`config.mk`:
```
export PLATFORM = sky130hd
export DESIGN_NAME = mac_prog_sequencer
export DESIGN_NICKNAME = d
export VERILOG_FILES = /design/src/rtl/mac_pkg.sv /design/src/rtl/mac_prog_mem.sv /design/src/rtl/mac_prog_sequencer.sv
export SDC_FILE = /design/constraint.sdc
export NUM_CORES = 1
export LEC_CHECK = 0
export BUFFER_PORTS_ARGS = -buffer_cell sky130_fd_sc_hd__buf_2
export CAP_MARGIN = 20
export CORE_MARGIN = 2
export CORE_UTILIZATION = 62
export CTS_BUF_LIST = sky130_fd_sc_hd__clkbuf_8
export DETAILED_ROUTE_END_ITERATION = 10
export GPL_ROUTABILITY_DRIVEN = 0
export PLACE_DENSITY = 0.82
export SLEW_MARGIN = 0
export SYNTH_ARGS = -nofsm -noshare
export SYNTH_HDL_FRONTEND = slang
export SYNTH_SLANG_ARGS = --single-unit
```
`constraint.sdc`:
```
create_clock -name clk -period 4.1 [get_ports clk]
set_clock_uncertainty 0.05 [all_clocks]
set_input_delay 1.025 -clock clk [delete_from_list [all_inputs] [get_ports clk]]
set_output_delay 1.025 -clock clk [all_outputs]
set_load 0.01 [all_outputs]
```
`src/rtl/mac_pkg.sv`:
```
// Shared definitions for the MAC core and its program sequencer: opcodes,
// sequencer state encoding and the width of one issued {instr, operand} pair.
package mac_pkg;

   localparam logic [1:0] OP_NOP  = 2'b00;
   localparam logic [1:0] OP_LOAD = 2'b01;
   localparam logic [1:0] OP_MAC  = 2'b10;
   localparam logic [1:0] OP_OUT  = 2'b11;

   localparam int ISSUE_W = 16;

   typedef enum logic [1:0] {
      ST_IDLE = 2'd0,
      ST_RUN  = 2'd1,
      ST_DONE = 2'd2
   } seq_state_t;

endpackage

```
`src/rtl/mac_prog_mem.sv`:
```
// Program store for the sequencer: DEPTH x ISSUE_W register file with one
// synchronous write port and one combinational read port; contents survive reset.
module mac_prog_mem
   import mac_pkg::*;
#(
   parameter int DEPTH  = 8,
   parameter int ADDR_W = 3
) (
   input  logic               clk,
   input  logic               we,
   input  logic [ADDR_W-1:0]  waddr,
   input  logic [ISSUE_W-1:0] wdata,
   input  logic [ADDR_W-1:0]  raddr,
   output logic [ISSUE_W-1:0] rdata
);

   logic [ISSUE_W-1:0] mem [DEPTH];

   always_ff @(posedge clk) begin
      if (we) begin
         mem[waddr] <= wdata;
      end
   end

   assign rdata = mem[raddr];

endmodule

```
`src/rtl/mac_prog_sequencer.sv`:
```
// Captures a short {instr, operand} program at pad rate and replays it to the
// MAC core over a valid/ready port at one pair per cycle, once or looped.
module mac_prog_sequencer
   import mac_pkg::*;
#(
   parameter int DEPTH  = 8,
   parameter int ADDR_W = 3
) (
   input  logic              clk,
   input  logic              rst_n,
   input  logic              ena,
   input  logic              wr_en,
   input  logic [7:0]        wr_instr,
   input  logic [7:0]        wr_data,
   input  logic              clear,
   input  logic              start,
   input  logic              loop_en,
   input  logic              abort,
   output logic              issue_valid,
   input  logic              issue_ready,
   output logic [7:0]        issue_instr,
   output logic [7:0]        issue_data,
   output logic [ADDR_W:0]   prog_len,
   output logic              full,
   output logic              overflow,
   output logic              done,
   output logic [1:0]        state_dbg
);

   localparam logic [ADDR_W:0]   LEN_ONE  = (ADDR_W+1)'(1);
   localparam logic [ADDR_W:0]   LEN_FULL = (ADDR_W+1)'(DEPTH);
   localparam logic [ADDR_W-1:0] RP_ONE   = ADDR_W'(1);

   seq_state_t         state_q, state_d;
   logic [ADDR_W:0]    len_q, len_d;
   logic [ADDR_W-1:0]  rp_q, rp_d;
   logic               valid_q, valid_d;
   logic [ISSUE_W-1:0] pair_q, pair_d;
   logic               ovf_q, ovf_d;
   logic               mem_we;
   logic               last;
   logic [ADDR_W-1:0]  rd_addr;
   logic [ISSUE_W-1:0] rd_data;

   // The single read port always points at the pair that would be issued
   // next: entry 0 when starting or wrapping, otherwise rp+1.
   assign last    = ({1'b0, rp_q} == (len_q - LEN_ONE));
   assign rd_addr = (state_q == ST_RUN && !last) ? (rp_q + RP_ONE) : '0;
   assign full    = (len_q == LEN_FULL);

   mac_prog_mem #(
      .DEPTH  (DEPTH),
      .ADDR_W (ADDR_W)
   ) u_mem (
      .clk   (clk),
      .we    (mem_we & ena),
      .waddr (len_q[ADDR_W-1:0]),
      .wdata ({wr_instr, wr_data}),
      .raddr (rd_addr),
      .rdata (rd_data)
   );

   always_comb begin
      state_d = state_q;
      len_d   = len_q;
      rp_d    = rp_q;
      valid_d = valid_q;
      pair_d  = pair_q;
      ovf_d   = ovf_q;
      mem_we  = 1'b0;
      unique case (state_q)
         ST_IDLE: begin
            // Priority abort > clear > start > wr_en; losers are simply dropped.
            if (abort) begin
               valid_d = 1'b0;
            end else if (clear) begin
               len_d = '0;
               ovf_d = 1'b0;
            end else if (start) begin
               if (len_q != '0) begin
                  state_d = ST_RUN;
                  pair_d  = rd_data;
                  valid_d = 1'b1;
                  rp_d    = '0;
               end
            end else if (wr_en) begin
               if (full) begin
                  ovf_d = 1'b1;
               end else begin
                  mem_we = 1'b1;
                  len_d  = len_q + LEN_ONE;
               end
            end
         end
         ST_RUN: begin
            if (abort) begin
               state_d = ST_IDLE;
               valid_d = 1'b0;
            end else if (valid_q && issue_ready) begin
               if (!last) begin
                  rp_d   = rp_q + RP_ONE;
                  pair_d = rd_data;
               end else if (loop_en) begin
                  rp_d   = '0;
                  pair_d = rd_data;
               end else begin
                  valid_d = 1'b0;
                  state_d = ST_DONE;
               end
            end
         end
         ST_DONE: begin
            state_d = ST_IDLE;
            valid_d = 1'b0;
         end
         default: begin
            state_d = ST_IDLE;
            valid_d = 1'b0;
         end
      endcase
   end

   always_ff @(posedge clk or negedge rst_n) begin
      if (!rst_n) begin
         state_q <= ST_IDLE;
         len_q   <= '0;
         rp_q    <= '0;
         valid_q <= 1'b0;
         pair_q  <= '0;
         ovf_q   <= 1'b0;
      end else if (ena) begin
         state_q <= state_d;
         len_q   <= len_d;
         rp_q    <= rp_d;
         valid_q <= valid_d;
         pair_q  <= pair_d;
         ovf_q   <= ovf_d;
      end
   end

   // Masking valid with ena keeps the core from seeing a handshake while frozen.
   assign issue_valid = valid_q & ena;
   assign issue_instr = pair_q[15:8];
   assign issue_data  = pair_q[7:0];
   assign prog_len    = len_q;
   assign overflow    = ovf_q;
   assign done        = (state_q == ST_DONE);
   assign state_dbg   = state_q;

endmodule

```
==> results.yml, run 1 <==
final_layout:
  layout.cell_area.non_filler_um2: 7674
  final_nets: 567
  post_layout_nonfiller_instances: 691
  antennaDiodeCount: 0
  n_fill_cell: 702
  share_of_post_route_cells_with_drive_strength_above_1_pct: 24.14
  multiInputGateArea_um2: 2178
  register_area_um2: 4519
  syn2layout_area_growth_pct: 11.31
run:
  cap_viol_max_count: 0
sta:
  maxClockFrequency_ghz: 0.2810
  finalWorstPathRequiredPeriod_ns: 3.558
  final_hold_viol_count: 0
  setup_viol_count_final: 0
  slew_headroom_pct: 33.64
  grt_setup_unrepaired: "no"
  final_min_period_over_clock_period_pct: 86.79
  final.setup.tns_ns: 0
  slew_violations: 0
  worst-slew-pin-transition_ns: 0.9900
floorplanning:
  core_region_area_um2: 10840
  initial_core_util_pct: 63.60
  num_io_pins: 51
  die_w_um: 109.5
  chip_height_um: 109.5
  die_area_um2: 11980
  std_cell_rows: 38
clock_network:
  cts_setup_buffers: 0
  htree_num_levels: 4
  holdBufCountCts: 0
  clock_latency_on_the_worst_skew_pair_ns: 0.45
  cts_tree: "yes"
  tritoncts.num_buffers: 17
  clkSlewWorstSetupHoldPaths_ns: 0.08
  cts_resized: 0
  cts_buffer_depth: 2
  cts.sinks: 155
  clk_root_buffer_cell: "sky130_fd_sc_hd__clkbuf_8"
logic_synthesis:
  synth.yosys.seq_area_share_pct: 65.55
  synth_largest_area_cell: "sky130_fd_sc_hd__edfxtp_1"
  fraction_of_registers_with_async_set_or_reset_after_synthesis_pct: 17.42
  post_synth_edffs: 128
  synth_commonest_cells: "128 x sky130_fd_sc_hd__edfxtp_1, 28 x sky130_fd_sc_hd__nor2_1, 27 x sky130_fd_sc_hd__dfrtp_1, 27 x sky130_fd_sc_hd__mux2_2, 22 x sky130_fd_sc_hd__a211oi_1"
  synth.distinct_cells: 53
  yosysMostFrequentCell: "sky130_fd_sc_hd__edfxtp_1"
  synthesis.instances: 491
  avgSynthCellArea_um2: 14.04
  synth_top_cell_area_share_pct: 55.75
  syn_area_um2: 6894
  synth-warning-count: 0
  synth_top_flop_cell: "sky130_fd_sc_hd__edfxtp_1"
  ys_ff_latch: 155
  synth.area.top_cells: "sky130_fd_sc_hd__edfxtp_1 56%, sky130_fd_sc_hd__dfrtp_1 9.8%, sky130_fd_sc_hd__mux2_2 4.4%"
  syn-num-nets: 520
setup_path:
  timing.reg2reg.setup_slack_ns: 0.54
  r2r_cells: 7
  reg_to_reg_start: "prog_len[1]"
  r2r-end: "pair_q[11]"
  worst-setup-path-type: "flop to flop"
  crit_path_start_kind: "flop"
  crit_required_ns: 4.32
  critPathArrivalTime_ns: 3.78
  endpoint_kind: "flop"
  critical_path_peak_fanout: 16
worst_hold_path:
  endpoint_worst_hold: "rp_q[1]"
  holdCritStartpoint: "rp_q[1]"
  min_path_cells: 1
  timing.hold.worst.class: "flop to flop"
detailed_routing:
  num_vias: 4737
  wire_per_inst_um: 25.53
  remaining_drc_errors: 0
  via_per_inst: 6.855
  antenna_violating_nets_post_route: 0
  drt_first_pass_iters: 6
  detail_route.wirelength_um: 17640
  violation_count_after_the_first_detailed_routing_iteration: 659
global_route:
  gr-total-overflow: 0
  grt_start_max_net_pins: 28
  first_global_vias: 4349
  first_pass_grt_wire_length_um: 25970
  antenna_found_initial: 0
  grt.total_usage_pct: 30.84
power:
  static-leakage-power_nw: 2.736
  irDropWorstVdd_mv: 0.2885
  cellPowerDensity_nw_per_um2: 469.7
placement:
  dpl.hpwl_um: 11470
  port-buffer-count: 50
  area_of_placed_instances_um2: 7258
  place_inst: 659
run_status:
  status: "complete, no violations"
==> flip-flops by register name, indices dropped and copies added (netlist names) <==
name       cells
pair_q        16
rp_q           3
state_dbg      2
prog_len       4
overflow       1
u_mem.mem    128
valid_q        1
==> metal layers <==
layer	share of wire (%)	global-route usage, %
met1	39	42.70
met5	0	0
met3	10	8.062
met4	3.4	12.93
met2	47	46.78
==> worst max-delay path, stage by stage (launching register included) <==
cell,delay [ns]
sky130_fd_sc_hd__dfrtp_1,0.59
sky130_fd_sc_hd__inv_1,0.15
sky130_fd_sc_hd__ha_1,0.22
sky130_fd_sc_hd__xor2_1,0.18
sky130_fd_sc_hd__nor3_2,0.77
sky130_fd_sc_hd__o21ai_2,0.34
sky130_fd_sc_hd__a211oi_4,0.89
sky130_fd_sc_hd__a211oi_1,0.18
==> logic make-up after synthesis <==
family	Yosys count	synth area share, %
adders and majority gates	4	0.7260
DFF	155	65.55
AOI/OAI and AO/OA	105	11.87
buffers and inverters	43	2.994
muxes	48	7.459
xor gates and xnor gates	4	0.5083
and+or+nand+nor	132	10.89
==> how the worst max path moves through the flow <==
stage           startpoint               end  slack, ns
2_1_floorplan        abort   u_mem.mem[0][0]       0.25
3_3_place_gp         abort  u_mem.mem[5][13]       0.79
3_5_place_dp   prog_len[1]         pair_q[0]       0.62
4_1_cts        prog_len[1]         pair_q[3]       0.65
5_1_grt        prog_len[1]        pair_q[11]       0.36
6_report       prog_len[1]        pair_q[11]       0.54
==> where the power goes <==
part | internal [mW] | switching [mW] | total [mW]
combinational | 0.209 | 0.293 | 0.502
sequential | 1.79 | 0.110 | 1.90
clock | 0.651 | 0.548 | 1.20
==> through the flow <==
step	setup slack [ns]	utilization [%]	total power, mW	hold slack (ns)
after floorplan	0.2489	-	2.200	0.4481
after global placement	0.7930	66.96	2.406	0.4649
after detailed placement	0.6227	66.96	2.427	0.5152
after CTS	0.6461	70.79	3.602	0.5346
after global routing	0.3585	70.79	3.713	0.5560
final	0.5417	70.79	3.604	0.5426
==> area by class of cell <==
cell class,count,area share (%)
clock buffer,17,3.049
clock inverter,15,2.364
inverter,6,0.2935
multi-input combinational,293,28.39
sequential,155,58.89
tap,140,2.283
timing repair buffer,65,4.729
==> cells in the final DEF (no fill, tap or decap), types with 11 or more instances in the layout <==
master and n:
sky130_fd_sc_hd__edfxtp_1 128, sky130_fd_sc_hd__buf_4 15, sky130_fd_sc_hd__mux2_2 27, sky130_fd_sc_hd__o21ai_0 17
sky130_fd_sc_hd__o211ai_1 12, sky130_fd_sc_hd__nor3_1 18, sky130_fd_sc_hd__nand2_1 17, sky130_fd_sc_hd__and4b_1 11
sky130_fd_sc_hd__buf_2 50, sky130_fd_sc_hd__nor2_1 28, sky130_fd_sc_hd__a21oi_1 11, sky130_fd_sc_hd__nor2b_1 17
sky130_fd_sc_hd__nand4_1 12, sky130_fd_sc_hd__o221ai_1 11, sky130_fd_sc_hd__clkbuf_8 17, sky130_fd_sc_hd__dfrtp_1 27
sky130_fd_sc_hd__mux2i_1 21, sky130_fd_sc_hd__a211oi_1 22
Note: power is estimated with default switching activity, not from simulation.
==> run 2: changes to the inputs <==
--- a/config.mk
+++ b/config.mk
@@ -5,8 +5,9 @@
 export SDC_FILE = /design/constraint.sdc
 export NUM_CORES = 1
 export LEC_CHECK = 0
-export BUFFER_PORTS_ARGS = -buffer_cell sky130_fd_sc_hd__buf_2
+export BUFFER_PORTS_ARGS = -buffer_cell sky130_fd_sc_hd__clkbuf_2
 export CAP_MARGIN = 20
+export CORE_ASPECT_RATIO = 1.75
 export CORE_MARGIN = 2
 export CORE_UTILIZATION = 62
 export CTS_BUF_LIST = sky130_fd_sc_hd__clkbuf_8
==> run 2 against run 1 <==
  * Maximum frequency increased by 2.4%
  * Power down 1.3%
  * Sequential cell count is the same
  * Die area up 0.27%
  * Sequential power about the same
  * Critical path depth up 1
  * Combinational power rose by 3%
  * Global-route usage decreased by 0.88 points
  * Non-clock buffer count grew 2
  * Wire length grew 0.32%
  * Largest power group unchanged
==> results.yml, run 2 (same netlist as run 1, synthesis figures left out) <==
setup_path:
  timing.reg2reg.setup_slack_ns: 0.63
  endpoint_kind: "flop"
  cp_slowest_cell: "sky130_fd_sc_hd__a211oi_4"
  worst_path_largest_cell_delay_ns: 0.84
  crit_path_cell_trace: "inv_1 -> ha_1 -> xor2_1 -> nor3_2 -> buf_4 -> o21ai_2 -> a211oi_4 -> a211oi_1"
  worst-setup-path-type: "flop to flop"
  critPathArrivalTime_ns: 3.69
  critical_path_peak_fanout: 16
  crit_path_start_kind: "flop"
  crit_required_ns: 4.32
placement:
  dpl.hpwl_um: 11820
  port-buffer-count: 50
  place_inst: 653
  area_of_placed_instances_um2: 7263
power:
  irDropWorstVdd_mv: 0.2616
  cellPowerDensity_nw_per_um2: 464.7
  switching_share_pct: 28.24
  total_net_switching_power_mw: 1.005
  total_power_mw: 3.558
  power_frac_seq_pct: 53.5
  comb_pwr_share_pct: 14.5
  internal-power_mw: 2.553
  clock_power_share_pct: 32.0
  static-leakage-power_nw: 2.724
floorplanning:
  num_io_pins: 51
  initial_core_util_pct: 62.81
  chip_height_um: 143.5
  std_cell_rows: 51
  die_w_um: 83.71
  core_region_area_um2: 10980
  die_area_um2: 12010
clock_network:
  tritoncts.num_buffers: 17
  cts.sinks: 155
  cts_setup_buffers: 0
  clkSlewWorstSetupHoldPaths_ns: 0.09
  cts_buffer_depth: 2
  cts_resized: 0
  cts_tree: "yes"
  clock_latency_on_the_worst_skew_pair_ns: 0.44
  htree_num_levels: 4
  clk_root_buffer_cell: "sky130_fd_sc_hd__clkbuf_8"
  holdBufCountCts: 0
final_layout:
  share_of_post_route_cells_with_drive_strength_above_1_pct: 25.18
  most-common-layout-cells: "128 x sky130_fd_sc_hd__edfxtp_1, 50 x sky130_fd_sc_hd__clkbuf_2, 28 x sky130_fd_sc_hd__nor2_1, 27 x sky130_fd_sc_hd__mux2_2, 27 x sky130_fd_sc_hd__dfrtp_1"
  register_area_um2: 4519
  most_common_library_cell_in_the_layout_ignoring_fill_and_taps: "sky130_fd_sc_hd__edfxtp_1"
  regMostFlops: "u_mem.mem"
  antennaDiodeCount: 0
  final_nets: 569
  multiInputGateArea_um2: 2178
  n_fill_cell: 748
  layout.cell_area.non_filler_um2: 7656
  largest_register_ff_count: 128
  syn2layout_area_growth_pct: 11.05
  post_layout_nonfiller_instances: 684
run_status:
  status: "complete, no violations"
detailed_routing:
  violation_count_after_the_first_detailed_routing_iteration: 507
  antenna_violating_nets_post_route: 0
  remaining_drc_errors: 0
  drt_first_pass_iters: 5
  num_vias: 4721
  detail_route.wirelength_um: 17700
  via_per_inst: 6.902
  wire_per_inst_um: 25.87
global_route:
  grt.total_usage_pct: 29.96
  gr-total-overflow: 0
  first_pass_grt_wire_length_um: 26160
  antenna_found_initial: 0
  grt_start_max_net_pins: 28
  first_global_vias: 4518
sta:
  slew_headroom_pct: 34.90
  grt_setup_unrepaired: "no"
  finalWorstPathRequiredPeriod_ns: 3.474
  final.setup.tns_ns: 0
  maxClockFrequency_ghz: 0.2878
  worst-slew-pin-transition_ns: 0.9745
  final_hold_viol_count: 0
  setup_viol_count_final: 0
  final_min_period_over_clock_period_pct: 84.74
  slew_violations: 0
  whs_ns: 0.5106
worst_hold_path:
  timing.hold.worst.class: "flop to flop"
run:
  cap_viol_max_count: 0
-- run 2: cell count changes in the layout (fill, tap and decap cells not counted), moves of 2 or more --
| cell | previous run | this run |
|---|---|---|
| sky130_fd_sc_hd__clkinv_1 | 5 | 1 |
| sky130_fd_sc_hd__bufinv_16 | 4 | 2 |
| sky130_fd_sc_hd__buf_2 | 50 | 0 |
| sky130_fd_sc_hd__clkbuf_2 | 0 | 50 |
| sky130_fd_sc_hd__clkinvlp_4 | 1 | 3 |
| sky130_fd_sc_hd__inv_6 | 0 | 5 |
| sky130_fd_sc_hd__buf_4 | 15 | 17 |
-- run 2: worst paths after layout --
path,start,end,depth (start not counted)
worst max-delay path,prog_len[1],pair_q[7],8
worst min-delay path,overflow,overflow,2
worst max register to register,prog_len[1],pair_q[7],8
worst min register to register,overflow,overflow,2
max in group asynchronous,rst_n,pair_q[15],1
min in group asynchronous,rst_n,rp_q[2],1
-- run 2: metal layers --
metal / part of all wire [%] / wire length (µm) / vias to the layer above / global-route usage [%]
li1: - / - / 2037 / -
met4: 4.7 / 824 / 0 / 14.60
met5: 0 / 0 / - / 0
met1: 35 / 6273 / 2321 / 37.40
met2: 52 / 9154 / 307 / 50.19
met3: 8.2 / 1445 / 56 / 6.031
-- run 2: area by class of cell --
| type | instances | share of cell area, % |
|---|---|---|
| flip-flops and latches | 155 | 59.03 |
| multi-input cells | 293 | 28.45 |
| repair buffers | 67 | 4.935 |
| clock buffers | 17 | 3.056 |
| well taps | 132 | 2.157 |
| clock inverters | 14 | 2.075 |
| inverters | 6 | 0.2942 |
-- run 2: metrics by stage --
stage,util (%),worst slack [ns]
final,69.76,0.6256
after detailed placement,66.18,0.5898
after CTS,69.76,0.7225
after global routing,69.76,0.4875
after floorplan,-,0.2489
after global placement,66.18,0.6716
-- run 2: power groups by stage --
stage | clock network [mW] | logic (mW) | registers (mW)
2_1_floorplan | 0 | 0.275 | 1.92
3_3_place_gp | 0 | 0.500 | 1.93
3_5_place_dp | 0 | 0.516 | 1.93
4_1_cts | 1.15 | 0.518 | 1.90
5_1_grt | 1.21 | 0.555 | 1.91
6_report | 1.14 | 0.516 | 1.90
-- run 2: critical path: cells and delay by family (launching register included) --
kind                       cells  cell delay (ns)
adders and majority gates      1             0.23
AOI/OAI and AO/OA              3             1.19
DFF                            1             0.63
buffers and inverters          2             0.44
xor gates and xnor gates       1             0.19
and+or+nand+nor                1             0.56
==> run 3: changes to the inputs <==
--- a/config.mk
+++ b/config.mk
@@ -9,11 +9,11 @@
 export CAP_MARGIN = 20
 export CORE_ASPECT_RATIO = 1.75
 export CORE_MARGIN = 2
-export CORE_UTILIZATION = 62
+export CORE_UTILIZATION = 56
 export CTS_BUF_LIST = sky130_fd_sc_hd__clkbuf_8
 export DETAILED_ROUTE_END_ITERATION = 10
 export GPL_ROUTABILITY_DRIVEN = 0
-export PLACE_DENSITY = 0.82
+export PLACE_DENSITY = 0.78
 export SLEW_MARGIN = 0
 export SYNTH_ARGS = -nofsm -noshare
 export SYNTH_HDL_FRONTEND = slang
==> constraint.sdc (replaced) <==
create_clock -name clk -period 2.9 [get_ports clk]
set_clock_uncertainty 0.05 [all_clocks]
set_input_delay 0.725 -clock clk [delete_from_list [all_inputs] [get_ports clk]]
set_output_delay 0.725 -clock clk [all_outputs]
set_load 0.01 [all_outputs]
==> run 3 against run 2 <==
  * Sequential power rose by 41%
  * Critical path depth stayed put
  * Clock-buffer cell count is the same
  * Global-route usage decreased by 1.4 points
  * First-iteration DRC count is 4.5% higher
  * Power is 40% higher
  * Design area increased by 3.0%
==> results.yml, run 3 (same netlist as run 1, synthesis figures left out) <==
run_status:
  status: "complete, no violations"
sta:
  whs_ns: 0.2783
  final.setup.tns_ns: 0
  final_min_period_over_clock_period_pct: 92.56
  setup_viol_count_final: 0
  worst-slew-pin-transition_ns: 0.9705
  finalWorstPathRequiredPeriod_ns: 2.684
  maxClockFrequency_ghz: 0.3725
  grt_setup_unrepaired: "no"
  setup_slack_ns: 0.2157
  slew_headroom_pct: 35.17
  slew_violations: 0
  final_hold_viol_count: 0
detailed_routing:
  violation_count_after_the_first_detailed_routing_iteration: 530
  wire_per_inst_um: 24.24
  antenna_violating_nets_post_route: 0
  drt_first_pass_iters: 6
  remaining_drc_errors: 0
  via_per_inst: 6.280
  num_vias: 4641
  detail_route.wirelength_um: 17920
floorplanning:
  initial_core_util_pct: 57.44
  num_io_pins: 51
  die_area_um2: 13250
  die_w_um: 87.88
  chip_height_um: 150.8
  std_cell_rows: 53
  core_region_area_um2: 12000
power:
  switching_share_pct: 30.27
  total_net_switching_power_mw: 1.513
  irDropWorstVdd_mv: 0.5488
  power_frac_seq_pct: 53.5
  comb_pwr_share_pct: 15.1
  cellPowerDensity_nw_per_um2: 633.8
  clock_power_share_pct: 31.5
  internal-power_mw: 3.485
  total_power_mw: 4.998
  static-leakage-power_nw: 2.838
setup_path:
  crit_path_cell_trace: "ha_1 -> buf_4 -> inv_1 -> o2bb2ai_1 -> a2111oi_0 -> buf_4 -> and3_1 -> a2111oi_2"
  crit_path_start_kind: "flop"
  crit_path_buffers_inverters: 3
  critical_path_peak_fanout: 24
  endpoint_kind: "flop"
  worst-setup-path-type: "flop to flop"
  worst_path_largest_cell_delay_ns: 0.69
  timing.critical_path.mode_cell: "sky130_fd_sc_hd__buf_4"
  kind_of_cell_adding_the_most_delay_to_the_critical_path: "compound AO/OA/AOI/OAI gates"
  critPathArrivalTime_ns: 2.97
  cp_slowest_cell: "sky130_fd_sc_hd__a2111oi_0"
  crit_required_ns: 3.19
clock_network:
  clk_root_buffer_cell: "sky130_fd_sc_hd__clkbuf_8"
  clkSlewWorstSetupHoldPaths_ns: 0.10
  htree_num_levels: 4
  cts_tree: "yes"
  cts_buffer_depth: 2
  cts.sinks: 155
  cts_setup_buffers: 0
  tritoncts.num_buffers: 17
  clock_latency_on_the_worst_skew_pair_ns: 0.46
  holdBufCountCts: 0
  cts_resized: 0
global_route:
  grt.total_usage_pct: 28.58
  grt_start_max_net_pins: 28
  first_pass_grt_wire_length_um: 26790
  antenna_found_initial: 0
  first_global_vias: 4575
  gr-total-overflow: 0
final_layout:
  final_nets: 590
  most_common_library_cell_in_the_layout_ignoring_fill_and_taps: "sky130_fd_sc_hd__edfxtp_1"
  syn2layout_area_growth_pct: 14.39
  share_of_post_route_cells_with_drive_strength_above_1_pct: 28.05
  layout.cell_area.non_filler_um2: 7886
  n_fill_cell: 848
  post_layout_nonfiller_instances: 739
  largest_register_ff_count: 128
  most-common-layout-cells: "128 x sky130_fd_sc_hd__edfxtp_1, 50 x sky130_fd_sc_hd__clkbuf_2, 35 x sky130_fd_sc_hd__buf_4, 28 x sky130_fd_sc_hd__nor2_1"
  multiInputGateArea_um2: 2178
  post_layout_utilization_of_the_core_pct: 65.70
  antennaDiodeCount: 0
  register_area_um2: 4519
  regMostFlops: "u_mem.mem"
worst_hold_path:
  timing.hold.worst.class: "input pin to asynchronous set/reset pin"
placement:
  place_inst: 707
  placement.setup.worst_slack_ns: 0.09237
  area_of_placed_instances_um2: 7500
  port-buffer-count: 50
  dpl.hpwl_um: 12420
run:
  cap_viol_max_count: 0
==> run 3: cell count changes in the layout (fill, tap and decap cells not counted), sizes merged <==
cell,previous run,this run
buf,17,38
inv,12,15
bufinv,2,0
==> run 3: area by class of cell <==
cell class | count | share of cell area [%]
clock buffer | 17 | 2.967
inverter | 6 | 0.2856
multi-input combinational | 293 | 27.62
timing repair buffer | 88 | 7.266
tap | 165 | 2.618
clock inverter | 15 | 1.936
sequential | 155 | 57.31
==> run 3: power by group through the flow <==
stage	sequential, mW	clock [mW]	combinational [mW]
after CTS	2.67	1.58	0.759
after global placement	2.72	0	0.741
after global routing	2.69	1.68	0.815
after detailed placement	2.73	0	0.754
final	2.67	1.57	0.752
after floorplan	2.72	0	0.390
==> run 3: worst paths after layout <==
path / to / cells past startpoint / slack, ns / start
max in group asynchronous: prog_len[0] / 1 / 2.01 / rst_n
worst min-delay path: prog_len[1] / 1 / 0.28 / rst_n
worst max register to register: pair_q[0] / 8 / 0.22 / rp_q[1]
min in group clk: overflow / 2 / 0.48 / clear
worst min register to register: overflow / 2 / 0.50 / overflow
worst max-delay path: pair_q[0] / 8 / 0.22 / rp_q[1]
==> run 3: routing by layer <==
layer	routed length [µm]	up-vias	GRT usage, %
li1	-	2083	-
met2	9177	248	47.01
met4	1001	0	15.38
met5	0	-	0
met1	6547	2259	35.33
met3	1190	51	5.450
